<file path="config.mk">
export PLATFORM = sky130hd
export DESIGN_NAME = dip_frame_reader
export DESIGN_NICKNAME = d
export VERILOG_FILES = /design/src/rtl/dip_pkg.sv /design/src/rtl/rgb565_to_gray.sv /design/src/rtl/dip_frame_reader.sv
export SDC_FILE = /design/constraint.sdc
export NUM_CORES = 1
export LEC_CHECK = 0
export BUFFER_PORTS_ARGS = -buffer_cell sky130_fd_sc_hd__buf_2
export CORE_ASPECT_RATIO = 0.7
export CORE_UTILIZATION = 45
export DETAILED_ROUTE_END_ITERATION = 10
export GPL_TIMING_DRIVEN = 0
export RECOVER_POWER = 100
export SLEW_MARGIN = 0
export SYNTH_ARGS = -nofsm -noshare
export SYNTH_HDL_FRONTEND = slang
export SYNTH_SLANG_ARGS = --single-unit
</file>
<file path="constraint.sdc">
create_clock -name clk -period 21.8 [get_ports clk]
set_input_delay 4.36 -clock clk [delete_from_list [all_inputs] [get_ports clk]]
set_output_delay 4.36 -clock clk [all_outputs]
set_load 0.005 [all_outputs]
</file>
<file path="src/rtl/dip_pkg.sv">
// Shared definitions for the DIP frame path: reader FSM encoding,
// grayscale weights and the default frame geometry used by the writers.
package dip_pkg;

    typedef enum logic [2:0] {
        IDLE,
        WAIT_LINE,
        READ,
        GAP,
        DONE
    } reader_state_t;

    // Luma weights scaled by 256 (0.299 / 0.587 / 0.114); they sum to 256,
    // so a full-white pixel lands exactly on 255 after the >> 8.
    localparam logic [15:0] GRAY_COEF_R = 16'd77;
    localparam logic [15:0] GRAY_COEF_G = 16'd150;
    localparam logic [15:0] GRAY_COEF_B = 16'd29;

    // Default frame geometry, shared with the SDRAM pixel writers.
    localparam logic [15:0] FRAME_COL_MAX = 16'd1023;
    localparam logic [15:0] FRAME_ROW_MAX = 16'd767;

    // Cycle count within DONE at which the two-stage read/convert pipe is empty.
    localparam logic [1:0] DRAIN_LAST = 2'd2;

endpackage

</file>
<file path="src/rtl/rgb565_to_gray.sv">
// One registered stage converting an RGB565 word to 8-bit grayscale,
// carrying a valid bit alongside. Usable on either the capture or read path.
module rgb565_to_gray
    import dip_pkg::*;
(
    input  logic        clk,
    input  logic        rst,
    input  logic        in_valid,
    input  logic [15:0] in_data,
    output logic        out_valid,
    output logic [7:0]  out_data
);

    logic [7:0]  r8;
    logic [7:0]  g8;
    logic [7:0]  b8;
    logic [15:0] weighted_sum;
    logic [7:0]  gray;

    // Widen each channel to 8 bits by bit replication, then form the weighted sum.
    always_comb begin
        r8           = {in_data[15:11], in_data[15:13]};
        g8           = {in_data[10:5],  in_data[10:9]};
        b8           = {in_data[4:0],   in_data[4:2]};
        weighted_sum = GRAY_COEF_R * {8'd0, r8}
                     + GRAY_COEF_G * {8'd0, g8}
                     + GRAY_COEF_B * {8'd0, b8};
        gray         = 8'(weighted_sum >> 8);
    end

    // Register the converted pixel; the value is only updated when the input is valid.
    always_ff @(posedge clk) begin
        if (rst) begin
            out_valid <= 1'b0;
            out_data  <= 8'd0;
        end else begin
            out_valid <= in_valid;
            if (in_valid) begin
                out_data <= gray;
            end
        end
    end

endmodule

</file>
<file path="src/rtl/dip_frame_reader.sv">
// Replays one stored RGB565 frame from the SDRAM read FIFO as a gapped
// grayscale raster stream for the 3x3 DIP stages.
module dip_frame_reader
    import dip_pkg::*;
#(
    parameter logic [15:0] CNT_COL_MAX = FRAME_COL_MAX,
    parameter logic [15:0] CNT_ROW_MAX = FRAME_ROW_MAX,
    parameter logic [9:0]  LINE_THRESH = 10'd512,
    parameter logic [15:0] LINE_GAP    = 16'd8
)(
    input  logic        clk,
    input  logic        rst,
    input  logic        start,
    input  logic [9:0]  fifo_rd_usedw,
    output logic        fifo_rd_req,
    input  logic [15:0] fifo_rd_data,
    output logic        dip_en,
    output logic [7:0]  dip_data,
    output logic        frame_busy,
    output logic        frame_done,
    output logic        underflow
);

    reader_state_t state;
    reader_state_t next_state;

    logic [15:0] col;
    logic [15:0] row;
    logic [15:0] gap_cnt;
    logic [1:0]  drain_cnt;
    logic        req_d1;
    logic        stall;
    logic        line_end;
    logic        last_row;
    logic        gap_end;

    // usedw lags the read port by one cycle, so a count of 1 right after a
    // read really means the FIFO is already empty.
    assign stall    = (fifo_rd_usedw == 10'd0) || ((fifo_rd_usedw == 10'd1) && req_d1);
    assign line_end = (col == CNT_COL_MAX);
    assign last_row = (row == CNT_ROW_MAX);
    assign gap_end  = (gap_cnt >= LINE_GAP - 16'd1);

    // State register.
    always_ff @(posedge clk) begin
        if (rst) begin
            state <= IDLE;
        end else begin
            state <= next_state;
        end
    end

    // Next-state logic plus the read request and frame status outputs.
    always_comb begin
        next_state  = state;
        fifo_rd_req = 1'b0;
        frame_done  = 1'b0;
        case (state)
            IDLE: begin
                if (start) begin
                    next_state = WAIT_LINE;
                end
            end
            WAIT_LINE: begin
                if (fifo_rd_usedw >= LINE_THRESH) begin
                    next_state = READ;
                end
            end
            READ: begin
                if (!stall) begin
                    fifo_rd_req = 1'b1;
                    if (line_end) begin
                        next_state = last_row ? DONE : GAP;
                    end
                end
            end
            GAP: begin
                if (gap_end) begin
                    next_state = WAIT_LINE;
                end
            end
            DONE: begin
                if (drain_cnt == DRAIN_LAST) begin
                    frame_done = 1'b1;
                    next_state = IDLE;
                end
            end
            default: next_state = IDLE;
        endcase
        frame_busy = (state != IDLE) && !frame_done;
    end

    // Raster position, gap and drain counters, read-request delay and sticky underflow flag.
    always_ff @(posedge clk) begin
        if (rst) begin
            col       <= 16'd0;
            row       <= 16'd0;
            gap_cnt   <= 16'd0;
            drain_cnt <= 2'd0;
            req_d1    <= 1'b0;
            underflow <= 1'b0;
        end else begin
            req_d1 <= fifo_rd_req;
            case (state)
                IDLE: begin
                    if (start) begin
                        col       <= 16'd0;
                        row       <= 16'd0;
                        gap_cnt   <= 16'd0;
                        drain_cnt <= 2'd0;
                        underflow <= 1'b0;
                    end
                end
                READ: begin
                    if (stall) begin
                        underflow <= 1'b1;
                    end else if (line_end) begin
                        col <= 16'd0;
                        if (!last_row) begin
                            row <= row + 16'd1;
                        end
                    end else begin
                        col <= col + 16'd1;
                    end
                end
                GAP: begin
                    gap_cnt <= gap_end ? 16'd0 : gap_cnt + 16'd1;
                end
                DONE: begin
                    drain_cnt <= (drain_cnt == DRAIN_LAST) ? 2'd0 : drain_cnt + 2'd1;
                end
                default: begin
                end
            endcase
        end
    end

    rgb565_to_gray u_gray (
        .clk       (clk),
        .rst       (rst),
        .in_valid  (req_d1),
        .in_data   (fifo_rd_data),
        .out_valid (dip_en),
        .out_data  (dip_data)
    );

endmodule

</file>
==> impl_metrics.yaml, run 1 <==
clock_tree:
  clkLatencyLatePin_ns: 0.33
  hold_buffers: 0
  cts_inserted_buffers: 9
  htreeDepth: 3
  clkTransAtPathRegs_ns: 0.05
  cts_setup_buffers: 0
  cts_resized: 0
  cts.sinks: 64
  cts_tree: "done"
  ctsRootBufferMaster: "clkbuf_16"
  cts_buffer_depth: 2
outcome:
  status: "completed"
synth:
  synth_top_area_share_pct: 21.5
  synth.avg_cell_area_um2: 9.19
  synth.yosys.seq_area_share_pct: 21.5
  synthCells: 648
  ys_ff_latch: 64
  netlist_area_um2: 5950
  netlist_top_cells_area: "dfxtp_1, fa_1, ha_1"
  synth_top_flop_cell: "dfxtp_1"
  synth_nets: 817
  yosysWarnings: 0
  synthArstFlopShare_pct: 0
  synth_cell_types: 58
  post-synth-top-area-cell: "dfxtp_1"
  synth-edff-count: 0
finish:
  fill_cells: 1200
  diodes: 0
  drive_gt1_share_pct: 8.11
  area_growth_pct: 10.9
  finalNetCount: 869
critical_path:
  required_ns: 22.04
  cp_common_cell: "ha_1"
  cp.arrival_ns: 10.68
  cp_slowest_stage_delay_ns: 0.88
  crit_fanout: 4
  worstSetupPathType: "in2reg"
  crit_start: "fifo_rd_data[6]"
  path_cells: "clkbuf_1 > ha_1 > ha_1 > ha_1 > inv_1 > fa_1 > inv_1 > ha_1 > xor2_1 > fa_1 > inv_1 > ha_1 > inv_1 > fa_1 > fa_1 > inv_1 > ha_1 > a21boi_0 > nand2_1 > a2111oi_0 > a211oi_1 > a211oi_1"
  crit_slowest_cell: "a2111oi_0"
  start_kind: "input port"
  cp-end-kind: "flop"
  reg2regPathDepth: 10
  r2r_start: "state[0]$_SDFFE_PP0P_"
worst_hold_path:
  hold_class: "reg2reg"
  holdPathStages: 1
  worstHoldStart: "gap_cnt[8]$_SDFFE_PP0P_"
global_route:
  overflow: 0
  grt_pass1_vias: 4594
  grt_start_max_net_pins: 11
  grt_pass1_wl_um: 22400
  grt_usage_pct: 20.7
  antenna_found_initial: 0
detailed_routing:
  drt-wirelength-per-cell_um: 14.8
  vias: 4558
  top_layer: "met4"
  drt_iter0_markers: 191
  first_pass_iters: 4
  ant_nets: 0
  met3WireLength_um: 403
  dr_wl_met2_um: 5230
  drc: 0
  viasPerCell: 5.27
  routed_wl_um: 12800
  wl_met1_um: 7100
floorplanning:
  core_area_um2: 12700
  die_h_um: 98.2
  die-area_um2: 13700
  rows: 34
  start_util_pct: 47.0
  die_width_um: 139
  io_pins: 42
timing:
  period_share_pct: 47.9
  report.final.slew_viol_count: 0
  skew_ns: 0.00545
  fin_crit_ns: 10.45
  worst_slack_ns: 11.35
  setup_viol: 0
  setup-tns-final_ns: 0
  fmax_ghz: 0.0957
  relSlewSlack_pct: 20.8
  tightest_slew_ns: 1.18
  grt_setup_unrepaired: "false"
  hold_violations: 0
placed_design:
  gp_congestion: 0.833
  place_hpwl_um: 10500
  pre_cts_slack_ns: 11.10
  io_buffers: 41
pwr:
  power_density_nw_per_um2: 154
  ir_worst_vdd_v: 0.000117
  p_leak_nw: 3.01
flow_run:
  cap_violations: 0
kinds of logic after synthesis:
| family | after synthesis | share of synthesized area (%) |
|---|---|---|
| fa+ha+maj | 140 | 36.2 |
| xor+xnor | 44 | 6.47 |
| simple gates | 209 | 19.1 |
| compound gates | 79 | 8.97 |
| flops | 64 | 21.5 |
| mux | 2 | 0.336 |
| buf+inv | 110 | 7.33 |
worst max-delay path, delay by kind of cell:
family | cells | cell delay, ns
buffers and inverters | 6 | 0.53
XOR/XNOR | 1 | 0.29
AO/OA/AOI/OAI | 4 | 1.68
AND/OR/NAND/NOR | 1 | 0.20
adder cells (fa/ha/maj) | 10 | 3.61
routing by layer:
metal	vias up	track usage, %
li1	2298	-
met4	0	4.62
met1	2184	31.1
met5	-	0
met3	4	3.73
met2	72	30.8
final cells by class:
cell class | instances | area [um2] | share of cell area, %
Buffer | 14 | 62.6 | 0.948
Multi-Input combinational cell | 474 | 4200 | 63.7
Clock buffer | 11 | 253 | 3.83
Clock inverter | 3 | 42.5 | 0.644
Timing Repair Buffer | 41 | 194 | 2.94
Inverter | 96 | 362 | 5.48
Tap cell | 162 | 203 | 3.07
Sequential cell | 64 | 1280 | 19.4
cell usage after synthesis, drive strengths merged (7+ instances only):
| cell type | n |
|---|---|
| nor3b | 7 |
| nand2b | 10 |
| xor2 | 17 |
| a21oi | 29 |
| and2 | 11 |
| clkbuf | 8 |
| o21ai | 11 |
| nand4 | 9 |
| nor4b | 7 |
| nand3 | 18 |
| nor3 | 16 |
| inv | 95 |
| nor2 | 55 |
| dfxtp | 64 |
| and3 | 8 |
| nor4 | 13 |
| nand2 | 32 |
| xnor2 | 27 |
| ha | 86 |
| fa | 54 |
state kept, by name, indices dropped and copies added (netlist names):
name	flops
col	16
drain_cnt	2
gap_cnt	16
req_d1	1
row	16
state	3
u_gray.out_data	8
u_gray.out_valid	1
underflow	1
per-stage QoR:
step,power (mW),hold slack [ns],instances,cell area (um2),utilization (%)
after floorplan,0.718,0.430,648,5950,-
after global placement,0.873,0.445,851,6360,50.2
after detailed placement,0.888,0.447,851,6360,50.2
after CTS,1.04,0.461,865,6660,52.5
after global routing,1.15,0.473,865,6600,52.1
final,1.02,0.458,865,6600,52.1
path summary, 6_finish.rpt:
kind                                                   endpoint  slack [ns]
worst max register to register              col[3]$_SDFFE_PP0P_       18.52
worst min register to register          gap_cnt[8]$_SDFFE_PP0P_        0.46
worst min-delay path                    gap_cnt[8]$_SDFFE_PP0P_        0.46
worst max-delay path            u_gray.out_data[4]$_SDFFE_PP0P_       11.35
power by group:
group	internal, mW	switching [mW]
registers	0.125	0.00604
logic	0.310	0.438
clock network	0.0930	0.0477
layout by cell type (no fill, tap or decap), drive strengths merged, types with 2 or more instances in the layout:
cell | Yosys | routed
o21ai | 11 | 11
and2 | 11 | 11
clkinvlp | 0 | 2
ha | 86 | 86
o21bai | 3 | 3
dfxtp | 64 | 64
or4 | 2 | 2
nor2 | 55 | 55
o32ai | 2 | 2
fa | 54 | 54
and3 | 8 | 8
a21oi | 29 | 29
xnor2 | 27 | 27
a21o | 5 | 5
nor3 | 16 | 16
nand3 | 18 | 18
inv | 95 | 95
a211o | 2 | 2
nor4 | 13 | 13
xor2 | 17 | 17
a41o | 2 | 2
nand2 | 32 | 32
a21boi | 2 | 2
a211oi | 6 | 6
and4 | 6 | 6
a31o | 3 | 3
nor2b | 4 | 4
clkbuf | 8 | 29
mux2i | 2 | 2
nand2b | 10 | 10
o211ai | 4 | 4
nor3b | 7 | 7
or2 | 3 | 3
nor4b | 7 | 7
buf | 6 | 37
nand4 | 9 | 9
nand3b | 4 | 4
(Power assumes the default switching activity.)
==> run 2, diff against run 1 <==
ABC_AREA = 1   (was unset)
clock period = 9.1 ns   (was 21.8 ns; I/O delays follow)
==> run 2 against run 1 <==
  * Sequential power increased by 150%
  * Clock skew increased by 0.0014 ns
  * Flip-flop and latch count unchanged
  * Area after synthesis increased by 12%
  * First-iteration DRC count increased by 43%
  * Total power increased to 2.8 times the previous value
  * Critical path depth increased by 5
  * Global-route usage decreased by 0.30 points
  * Clock power increased to 2.7 times the previous value
  * Combinational power increased to 2.9 times the previous value
==> impl_metrics.yaml, run 2 <==
outcome:
  status: "completed"
clock_tree:
  clkTransAtPathRegs_ns: 0.05
  htreeDepth: 3
  cts_buffer_depth: 2
  cts_inserted_buffers: 9
  ctsRootBufferMaster: "clkbuf_16"
  cts_resized: 0
  cts_tree: "done"
  cts.sinks: 64
  hold_buffers: 0
  clkLatencyLatePin_ns: 0.33
  cts_setup_buffers: 0
synth:
  synth_nets: 1058
  synth_cell_types: 43
  synth-edff-count: 0
  synth.yosys.seq_area_share_pct: 19.2
  synthArstFlopShare_pct: 0
  synth_top_flop_cell: "dfxtp_1"
  post-synth-top-area-cell: "dfxtp_1"
  synth.avg_cell_area_um2: 7.50
  ys_ff_latch: 64
  synth_top_area_share_pct: 19.2
  netlist_top_cells_area: "dfxtp_1, fa_1, ha_1"
  synthCells: 889
  netlist_area_um2: 6660
  yosysWarnings: 0
  yosysMostFrequentCell: "nand2_1"
  synth.top_cells.by_count: "nand2_1, inv_1, nor2_1"
timing:
  hold_violations: 0
  setup_viol: 0
  report.final.slew_viol_count: 0
  relSlewSlack_pct: 53.3
  grt_setup_unrepaired: "false"
  period_share_pct: 83.4
  tightest_slew_ns: 0.700
  fin_crit_ns: 7.59
  setup-tns-final_ns: 0
  fmax_ghz: 0.132
  skew_ns: 0.00687
detailed_routing:
  drt_iter0_markers: 274
  vias: 5399
  routed_wl_um: 14200
  drc: 0
  viasPerCell: 4.76
  first_pass_iters: 4
  ant_nets: 0
  drt-wirelength-per-cell_um: 12.5
global_route:
  antenna_found_initial: 0
  grt_start_max_net_pins: 12
  overflow: 0
  grt_pass1_vias: 5201
  grt_pass1_wl_um: 25100
  grt_usage_pct: 20.4
finish:
  final_common_cell: "nand2_1"
  reg_top3: "col (16), gap_cnt (16), row (16)"
  fin_cells: 1135
  area_growth_pct: 10.3
  final_area_um2: 7350
  diodes: 0
  fill_cells: 1439
  finalNetCount: 1109
  final_cell_mix: "nand2_1, inv_1, nor2_1, ha_1, dfxtp_1"
  drive_gt1_share_pct: 8.78
  final_util_pct: 51.8
critical_path:
  required_ns: 9.33
  cp-end-kind: "flop"
  start_kind: "input port"
  cp.arrival_ns: 7.82
  worstSetupPathType: "in2reg"
  crit_fanout: 8
floorplanning:
  core_area_um2: 14200
  start_util_pct: 47.0
  io_pins: 42
  die_h_um: 104
  die_width_um: 147
  die-area_um2: 15300
  rows: 36
pwr:
  p_leak_nw: 3.63
  finalPower_mw: 2.89
  power_density_nw_per_um2: 393
  ir_worst_vdd_v: 0.000395
placed_design:
  dpl_cell_area_um2: 7100
  io_buffers: 40
  dp_cells: 1119
  gp_congestion: 0.858
  place_hpwl_um: 11800
worst_hold_path:
  hold_class: "reg2reg"
flow_run:
  cap_violations: 0
## run 2: cell types whose count changed after synthesis, moves of 17 or more
cell	previous run	this run
a21oi_1	29	46
inv_1	95	166
nand2_1	32	177
nand3_1	18	36
nor2_1	55	101
xnor2_1	27	9
## run 2: layout make-up
class | instances | area (um2) | area share [%]
flip-flops and latches | 64 | 1280 | 17.4
well taps | 190 | 238 | 3.24
repair buffers | 40 | 190 | 2.59
multi-input cells | 635 | 4570 | 62.1
clock buffers | 12 | 267 | 3.63
plain buffers | 14 | 67.6 | 0.919
clock inverters | 4 | 75.1 | 1.02
inverters | 176 | 664 | 9.04
## run 2: worst paths after layout
kind / from / depth (start not counted) / endpoint / slack, ns
max: fifo_rd_data[9] / 27 / u_gray.out_data[6]$_SDFFE_PP0P_ / 1.51
min: gap_cnt[5]$_SDFFE_PP0P_ / 2 / gap_cnt[5]$_SDFFE_PP0P_ / 0.44
max reg2reg: req_d1$_SDFF_PP0_ / 13 / row[0]$_SDFFE_PP0P_ / 6.40
min reg2reg: gap_cnt[5]$_SDFFE_PP0P_ / 2 / gap_cnt[5]$_SDFFE_PP0P_ / 0.44
## run 2: report_power, final
part / internal (mW) / total [mW] / switching (mW) / leakage [nW]
Combinational: 0.798 / 2.18 / 1.38 / 2.96
Clock: 0.262 / 0.385 / 0.123 / 0.161
Sequential: 0.306 / 0.326 / 0.0205 / 0.517
## run 2: logic make-up after synthesis
group           synth area share, %
flops                          19.2
xor+xnor                       3.68
buf+inv                        11.4
simple gates                   25.9
compound gates                 7.38
fa+ha+maj                      32.4
## run 2: routing by layer
layer	track usage (%)	share of wire, %
met5	0	0
met4	2.95	0.34
met3	4.76	4.8
met2	27.9	37
met1	32.4	58
## run 2: critical path, cell delays in order
cell and delay (ns):
clkbuf_1 0.44, ha_1 0.35, ha_1 0.27, inv_1 0.05
fa_1 0.49, fa_1 0.51, inv_1 0.04, ha_1 0.35
nand2_1 0.08, nand2_1 0.06, a31oi_1 0.17, xnor2_1 0.14
ha_1 0.24, inv_1 0.08, fa_1 0.43, fa_1 0.47
fa_1 0.54, inv_1 0.04, ha_1 0.35, a21oi_1 0.23
o21ai_0 0.16, a21oi_1 0.20, nand2_1 0.08, nand2_1 0.05
nand3_1 0.06, nand2_1 0.07, inv_1 0.03
## run 2: stage by stage
step	setup slack, ns	hold slack (ns)
floorplan	2.00	0.419
global placement	1.41	0.430
detailed placement	1.39	0.429
CTS	1.73	0.439
global route	0.949	0.458
finish	1.51	0.438
==> run 3, diff against run 2 <==
clock period = 6.9 ns   (was 9.1 ns; I/O delays follow)
==> run 3 against run 2 <==
  * Clock skew grew 0.0011 ns
  * Via count fell by 0.15%
  * Register-to-register slack got worse by 2.2 ns
  * Final cell count is the same
  * Utilization up 0.46 points
  * Routed wire length rose by 1.4%
  * Non-clock buffer count unchanged
  * Largest cell class unchanged
  * Highest routed layer unchanged
==> impl_metrics.yaml, run 3 (synthesis gave the netlist of run 2 again) <==
outcome:
  status: "completed"
detailed_routing:
  first_pass_iters: 4
  vias: 5391
  ant_nets: 0
  drt-wirelength-per-cell_um: 12.6
  drt_iter0_markers: 275
  routed_wl_um: 14400
  viasPerCell: 4.75
  drc: 0
flow_run:
  cap_violations: 0
global_route:
  grt_pass1_wl_um: 25100
  grt_start_max_net_pins: 12
  overflow: 0
  grt_pass1_vias: 5201
  grt_usage_pct: 20.4
  antenna_found_initial: 0
floorplanning:
  rows: 36
  die_h_um: 104
  die-area_um2: 15300
  start_util_pct: 47.0
  core_area_um2: 14200
  io_pins: 42
  die_width_um: 147
worst_hold_path:
  whs_endpoint: "gap_cnt[5]$_SDFFE_PP0P_"
  worstHoldStart: "gap_cnt[5]$_SDFFE_PP0P_"
  holdPathStages: 2
  hold_class: "reg2reg"
clock_tree:
  clkLatencyLatePin_ns: 0.33
  cts_tree: "done"
  ctsRootBufferMaster: "clkbuf_16"
  cts_setup_buffers: 0
  clkTransAtPathRegs_ns: 0.05
  cts_inserted_buffers: 9
  htreeDepth: 3
  cts.sinks: 64
  cts_buffer_depth: 2
finish:
  finalNetCount: 1109
  diodes: 0
  final_cell_mix: "nand2_1, inv_1, nor2_1, ha_1, dfxtp_1"
  multi_input_area_um2: 4630
  final_common_cell: "nand2_1"
  reg_top3: "col (16), gap_cnt (16), row (16)"
  fill_cells: 1439
  area_growth_pct: 11.2
  drive_gt1_share_pct: 10.4
  area.sequential_um2: 1280
critical_path:
  rrSetupSlack_ns: 4.18
  reg2regPathDepth: 13
  r2r_start: "req_d1$_SDFF_PP0_"
  start_kind: "input port"
  cp-end-kind: "flop"
  crit_fanout: 6
  worstSetupPathType: "in2reg"
  cp.arrival_ns: 6.85
  cp_slowest_stage_delay_ns: 0.54
  crit_slowest_cell: "fa_1"
  r2r-end: "row[0]$_SDFFE_PP0P_"
  required_ns: 7.13
timing:
  period_share_pct: 96.0
  relSlewSlack_pct: 52.4
  fin_crit_ns: 6.62
  hold_violations: 0
  report.final.slew_viol_count: 0
  tightest_slew_ns: 0.714
  setup_viol: 0
  skew_ns: 0.00801
  hold-worst-slack_ns: 0.438
  fmax_ghz: 0.151
placed_design:
  gp_congestion: 0.858
  io_buffers: 40
  place_hpwl_um: 11800
## run 3: cell count changes in the layout (fill, tap and decap cells not counted), moves of 3 or more
cell	previous run	this run
nand2_1	179	176
a21oi_2	1	4
nand2_2	10	13
ha_1	86	82
a21oi_1	54	51
## run 3: per-layer routing
| layer | share of wire (%) | routed length (um) | GRT usage, % | vias up |
|---|---|---|---|---|
| li1 | - | - | - | 2880 |
| met1 | 57 | 8250 | 32.4 | 2423 |
| met2 | 38 | 5420 | 27.9 | 84 |
| met3 | 4.6 | 663 | 4.76 | 4 |
| met4 | 0.17 | 24 | 2.95 | 0 |
| met5 | 0 | 0 | 0 | - |
## run 3: final cells by class
type	instances	share of cell area (%)
plain buffers	14	0.911
clock buffers	12	3.59
repair buffers	40	2.62
multi-input cells	635	62.4
inverters	176	8.96
clock inverters	4	1.01
flip-flops and latches	64	17.3
well taps	190	3.21
## run 3: critical path, delay by kind of cell
family          cells  cell delay, ns
xor+xnor            1            0.09
buf+inv             8            0.42
simple gates       10            0.68
fa+ha+maj          10            4.04
compound gates      1            0.21
## run 3: metrics by stage
| step | setup WS, ns | util, % | std cells | instance area [um2] | setup TNS [ns] |
|---|---|---|---|---|---|
| detailed placement | -0.374 | 50.1 | 1119 | 7100 | -1.95 |
| CTS | 0.0589 | 52.5 | 1135 | 7450 | 0 |
| finish | 0.278 | 52.2 | 1135 | 7410 | 0 |
| floorplan | 0.236 | - | 889 | 6660 | 0 |
| global placement | -0.354 | 50.1 | 1119 | 7100 | -1.79 |
| global route | -0.0334 | 52.2 | 1135 | 7410 | -0.0334 |
## run 3: repair_timing
item,4_1_cts,5_1_grt
pin swaps,0,7
gates cloned,0,0
hold buffers,0,0
endpoints found under the setup margin,1,7
resized for setup,1,17
## run 3: how the worst max path moves through the flow
stage	startpoint	endpoint	slack, ns	cells after the start
after floorplan	fifo_rd_data[7]	u_gray.out_data[7]$_SDFFE_PP0P_	0.24	30
after global placement	fifo_rd_data[9]	u_gray.out_data[5]$_SDFFE_PP0P_	-0.35	27
after detailed placement	fifo_rd_data[9]	u_gray.out_data[5]$_SDFFE_PP0P_	-0.37	27
after CTS	fifo_rd_data[9]	u_gray.out_data[5]$_SDFFE_PP0P_	0.06	27
after global routing	fifo_rd_data[6]	u_gray.out_data[7]$_SDFFE_PP0P_	-0.03	30
final	fifo_rd_data[6]	u_gray.out_data[7]$_SDFFE_PP0P_	0.28	30
Power of run 3 is left out: the tool's default activity adds up to more than one toggle a clock period on the data nets, which glitch-free logic cannot reach.
